[config.mk]
export PLATFORM = sky130hd
export DESIGN_NAME = aes_spi_slave_port
export DESIGN_NICKNAME = d
export VERILOG_FILES = /design/src/rtl/aes_spi_slave_port.sv
export SDC_FILE = /design/constraint.sdc
export NUM_CORES = 1
export LEC_CHECK = 0
export ABC_AREA = 1
export BUFFER_PORTS_ARGS = -buffer_cell sky130_fd_sc_hd__buf_2
export CORE_ASPECT_RATIO = 0.9
export CORE_UTILIZATION = 25
export CTS_BUF_LIST = sky130_fd_sc_hd__clkbuf_2
export CTS_CLUSTER_SIZE = 16
export DETAILED_ROUTE_END_ITERATION = 10
export GPL_ROUTABILITY_DRIVEN = 0
export PLACE_DENSITY_LB_ADDON = 0.2
export SLEW_MARGIN = 25
export SYNTH_ARGS = -nofsm -noshare
export SYNTH_HDL_FRONTEND = slang
export SYNTH_SLANG_ARGS = --single-unit
[constraint.sdc]
create_clock -name clk -period 12.9 [get_ports clk]
set_input_delay 2.58 -clock clk [delete_from_list [all_inputs] [get_ports clk]]
set_output_delay 2.58 -clock clk [all_outputs]
set_load 0.01 [all_outputs]
[src/rtl/aes_spi_slave_port.sv]
// SPI-style slave front end for an AES core: shifts in key and block,
// starts the core, and shifts the captured result back out on miso.
module aes_spi_slave_port #(
    parameter int NK         = 4,
    parameter int TURNAROUND = 56
) (
    input  logic              clk,
    input  logic              reset,
    input  logic              cs,
    input  logic              mosi,
    output logic              miso,
    output logic [NK*32-1:0]  key_out,
    output logic [127:0]      block_out,
    output logic              start,
    input  logic [127:0]      result_in,
    input  logic              result_valid,
    output logic              busy,
    output logic              late_err
);

    localparam int KB = NK * 32;
    localparam int TW = $clog2(TURNAROUND + 1);

    typedef enum logic [2:0] {
        IDLE,
        RX_KEY,
        RX_BLK,
        WAIT,
        TX,
        DONE
    } state_t;

    state_t         state;
    state_t         state_n;
    logic [8:0]     cnt;
    logic [TW-1:0]  tcnt;
    logic [127:0]   tx;
    logic           captured;

    logic           take;
    logic           key_last;
    logic           blk_last;
    logic           expire;
    logic           cap_now;

    always_comb begin
        state_n  = state;
        take     = 1'b0;
        key_last = 1'b0;
        blk_last = 1'b0;
        expire   = 1'b0;
        cap_now  = 1'b0;
        unique case (state)
            IDLE: begin
                if (!cs) begin
                    take    = 1'b1;
                    state_n = RX_KEY;
                end
            end
            RX_KEY: begin
                if (cs) begin
                    state_n = IDLE;
                end else begin
                    take = 1'b1;
                    if (cnt == 9'(KB - 1)) begin
                        key_last = 1'b1;
                        state_n  = RX_BLK;
                    end
                end
            end
            RX_BLK: begin
                if (cs) begin
                    state_n = IDLE;
                end else begin
                    take = 1'b1;
                    if (cnt == 9'd127) begin
                        blk_last = 1'b1;
                        state_n  = WAIT;
                    end
                end
            end
            WAIT: begin
                if (cs) begin
                    state_n = IDLE;
                end else begin
                    // the start cycle cannot carry a real result
                    cap_now = result_valid && !start;
                    if (tcnt == '0) begin
                        expire  = 1'b1;
                        state_n = TX;
                    end
                end
            end
            TX: begin
                if (cs) begin
                    state_n = IDLE;
                end else if (cnt == 9'd127) begin
                    state_n = DONE;
                end
            end
            DONE: begin
                if (cs) begin
                    state_n = IDLE;
                end
            end
            default: state_n = IDLE;
        endcase
    end

    always_ff @(posedge clk or posedge reset) begin
        if (reset) begin
            state <= IDLE;
        end else begin
            state <= state_n;
        end
    end

    always_ff @(posedge clk or posedge reset) begin
        if (reset) begin
            cnt       <= '0;
            tcnt      <= '0;
            tx        <= '0;
            captured  <= 1'b0;
            start     <= 1'b0;
            late_err  <= 1'b0;
            key_out   <= '0;
            block_out <= '0;
        end else begin
            start <= blk_last;

            if (state == IDLE) begin
                cnt <= take ? 9'd1 : 9'd0;
            end else if (key_last || blk_last) begin
                cnt <= '0;
            end else if (take || (state == TX && !cs)) begin
                cnt <= cnt + 9'd1;
            end

            if (take) begin
                if (state == RX_BLK) begin
                    block_out <= {block_out[126:0], mosi};
                end else begin
                    key_out <= {key_out[KB-2:0], mosi};
                end
            end

            if (state == IDLE && !cs) begin
                late_err <= 1'b0;
                captured <= 1'b0;
            end

            if (blk_last) begin
                tcnt     <= TW'(TURNAROUND - 1);
                captured <= 1'b0;
            end else if (state == WAIT && tcnt != '0) begin
                tcnt <= tcnt - 1'b1;
            end

            if (cap_now) begin
                tx       <= result_in;
                captured <= 1'b1;
            end else if (expire && !captured) begin
                tx       <= '0;
                late_err <= 1'b1;
            end

            if (state == TX && !cs) begin
                tx <= {tx[126:0], 1'b0};
            end
        end
    end

    assign miso = (state == TX) && tx[127];
    assign busy = (state != IDLE);

endmodule

# Yosys cells after proc, flatten, opt, wreduce, memory -nomap -nowiden
# Cells that the tools add are included.
# op_classes
add_sub_neg	2
n_eq_ne	12
n_mux	37
bitwise_logic	1
n_reduce_logical	23
# op_table
cell	n
2-to-1 mux 128 bit	3
2-to-1 mux 3 bit	10
2-to-1 mux 9 bit	3
2-to-1 mux 1 bit	18
case mux 3 bit (6 select lines)	1
2-to-1 mux 6 bit	2
inequality test 3 bit, second input constant	4
nonzero test 3 bit	4
adder 9 x 1 -> 9 bit, second input constant	1
equality test 9 x 7 -> 1 bit, second input constant	1
equality test 3 x 2 -> 1 bit, second input constant	2
equality test 3 bit, second input constant	2
logical AND 1 bit	6
zero test 6 bit	1
AND reduction 6 bit	1
nonzero test 6 bit	1
subtractor 6 x 1 -> 6 bit, second input constant	1
inequality test 2 bit, second input constant	2
AND reduction 2 bit	2
equality test 3 x 1 -> 1 bit, second input constant	1
zero test 1 bit	3
zero test 3 bit	1
OR reduction 3 bit	1
logical OR 1 bit	2
other kinds (2)	2
# totals
ff_bits	405
in_bits	133
out_inout_bits	260
elab_cells	84

# Logic depth before layout (Yosys ltp)
# logic_depth
ltp_word	8
ltp_mapped	10

# Worst setup path before layout
# Ideal clock, no wire load.
# synth_path
path_kind	in2reg
start	in cs
end	reg tx[10]
setup_time_ps	65
t_arrival_ps	3649
setup_slack_ps	9186
cell_stages	10
path_cell_list	inv_1 -> nand3_1 -> inv_1 -> buf_2 -> buf_2 -> buf_2 -> nand2_1 -> nand2_1 -> inv_1 -> nand2_1
# synth_between
elab_chain_len	4
word_cells_on_any_way	10
cone_classes	mux (6); reduce/logical (4)
# synth_lines
item	line	source
start: declaration	9	input logic cs,
2-to-1 mux 1 bit	83	if (cs) begin
2-to-1 mux 1 bit	53	unique case (state)
2-to-1 mux 128 bit or logical AND 1 bit (tied branches)	159, 162	
2-to-1 mux 128 bit or nonzero test 3 bit (tied branches)	-	
end signal: assignment	160	tx <= result_in;
end signal: assignment	168	tx <= {tx[126:0], 1'b0};
end: declaration	37	logic [127:0] tx;
# Several ways; a longest one is shown, not always the timed one.
# A chain may end at the register's enable or synchronous reset.

# Worst setup path after layout
# layout_path
start	reg state[0]
end	out busy
# layout_between
elab_chain_len	1
# layout_lines
item	line	source
start: declaration	33	state_t state;
start signal: assignment	114	state <= state_n;
nonzero test 3 bit	174	assign busy = (state != IDLE);
end: declaration	17	output logic busy,
# Every way passes these cells.

==> flow_summary.toml <==
[placement]
dpl-instance-area_mm2 = 0.01984
dp_cells = 3251
hpwl_mm = 30.86
port_buffers = 392
place_ws_ps = 7454

[synthesis]
synth_edf_count = 0
yosys.area_share.xor_xnor_pct = 0.1024
ys_async_sr_fraction_pct = 100.0
synthTopCellsByCount = "nand2_1, dfrtp_1, inv_1"
synth_top_family_by_area = "simple AND/OR/NAND/NOR gates"
synth_fp_nets = 2220
synth_top_cell_by_area = "dfrtp_1"
seq_area_frac_synth_pct = 59.22
yosys.area.top_type_share_pct = 59.22
yosys.area_share.simple_pct = 23.52
synth_fa_ha_area_share_pct = 0.2193
synth_most_common_cell = "nand2_1"
synth_ff_type = "dfrtp_1"
synth_area_mm2 = 0.01711
synth.distinct_cells = 21
synthCells = 2084
ys_warn_count = 0
syn_area_per_cell_um2 = 8.212
synth_compound_area_share_pct = 7.786
ys_ff_latch = 405
synthTopCellsByArea = "dfrtp_1, nand2_1, inv_1"
synth.area.mux_share_pct = 0.06580

[clock_tree]
clock-sinks = 405
htree_levels = 3
cts_resized = 0
cts_made_buffers = 113
postCtsSetupRepairBufs = 0
clockRootBuffer = "clkbuf_2"
cts_tree = "done"
cts_max_path_buffers = 3
clk_pin_slew_ps = 90
postCtsHoldBufs = 0
insertion_delay_ps = 1100

[timing]
timing.setup.tns_ps = 0
period_minus_slack_ps = 4600
clock_skew_ps = 118.5
hold_violations = 0
fin_ws_ps = 8300
fmax_mhz = 217.4
layout_worst_path_cycle_share_pct = 35.66
tightest_slew_ps = 992.7
max-slew-margin-rel_pct = 33.82
setup_viol = 0
maxSlewViolCount = 0
rsz0062_at_grt = "false"

[worst_hold_path]
hold_class = "flip-flop to flip-flop"

[outcome]
status = "completed"

[drt]
drc = 0
num_vias = 14410
drt_iter0_markers = 781
routed_via_density = 4.182
avgRoutedWirePerCell_um = 13.81
drtPass1Iterations = 6
drtAntennaViolNets = 0
route.final.wire_length_mm = 47.59

[cells_and_area]
fin_area_mm2 = 0.02085
stdcell_count = 3447
fillers = 7341
multi_input_area_mm2 = 0.005460
register_area_mm2 = 0.01013
syn_to_final_growth_pct = 21.84
drive_gt1_share_pct = 22.99
fin_nets = 2629

[critical_path]
path_max_fanout = 7
worst_setup_path_end_kind = "primary output"
crit_arrival_ps = 2020
crit_type = "flip-flop to primary output"
required_ps = 10320
critPathLaunchType = "flip-flop"

[floorplan]
chipHeight_um = 250.2
rows = 90
initial_core_util_pct = 25.41
die_width_um = 277.8
io_pins = 393
core_area_mm2 = 0.06734
dieArea_mm2 = 0.06951

[global_route]
track_usage_pct = 13.62
grt_max_degree = 174
grt_antenna_before_repair = 1
grt_remaining_overflow = 0
grt_pass1_vias = 14280
grt_pass1_wl_mm = 76.91

[power]
ir_drop_mv = 0.06245
power.total_uw = 2567
power-per-cell-area_mw_per_mm2 = 123.1
p_leak_uw = 0.01165

[flow_run]
cap_violations = 0
## worst max-delay path: stages, from the launching register on
cell	delay, ps
dfrtp_1	450
nor2_1	190
nand2_1	180
buf_2	200
## kinds of logic (layout without fill, tap and decap cells)
family / after synthesis / in the layout
AND/OR/NAND/NOR: 1014 / 1014
flip-flops: 405 / 405
buffers and inverters: 394 / 881
AO/OA/AOI/OAI: 265 / 265
adder cells (fa/ha/maj): 3 / 3
XOR/XNOR: 2 / 2
multiplexers: 1 / 1
other: 0 / 2
## layout make-up
type / instances / share of cell area, %
diodes: 2 / 0.02400
clock buffers: 165 / 3.960
clock inverters: 28 / 0.7441
inverters: 281 / 5.095
multi-input cells: 1285 / 26.19
flip-flops and latches: 405 / 48.60
well taps: 874 / 5.245
repair buffers: 407 / 10.14
## through the flow
stage / util [%] / hold slack (ps)
2_1_floorplan: - / 452.4
3_3_place_gp: 29.45 / 468.2
3_5_place_dp: 29.46 / 478.6
4_1_cts: 30.92 / 436.0
5_1_grt: 30.96 / 466.6
6_report: 30.96 / 446.4
## layer usage
| layer | track usage, % | vias up | wire (um) |
|---|---|---|---|
| li1 | - | 7261 | - |
| met2 | 20.73 | 352 | 21330 |
| met5 | 0 | - | 0 |
| met3 | 5.111 | 87 | 3733 |
| met1 | 17.57 | 6714 | 21410 |
| met4 | 4.957 | 0 | 1122 |
## power by group
part | internal [uW] | switching (uW) | leakage, uW
Combinational | 95.5 | 170 | 0.00588
Sequential | 1330 | 48.5 | 0.00501
Clock | 351 | 570 | 0.000758
## final timing paths
check / start / depth (start not counted) / slack (ps) / to
max reg2reg: state[2] / 5 / 9700 / key_out[127]
min in group asynchronous: reset / 3 / 1760 / key_out[97]
max in group asynchronous: reset / 5 / 9620 / key_out[66]
min reg2reg: block_out[114] / 2 / 450 / block_out[115]
min: block_out[114] / 2 / 450 / block_out[115]
max: state[0] / 3 / 8300 / busy
## cells in the final DEF (no fill, tap or decap), types with 20 or more instances in the layout
cell / instances
nand2_1: 761
inv_1: 278
o21ai_0: 194
dfrtp_1: 405
a21oi_1: 69
nor2_1: 89
clkbuf_2: 165
nand3_1: 147
clkinv_1: 20
buf_2: 392
## sequential cells by signal, summed over array words and instances, names as in the netlist
register and cells:
captured 1, tx 128, start 1, key_out 128
late_err 1, cnt 9, state 3, block_out 128
tcnt 6
Note: power is estimated with default switching activity, not from simulation.
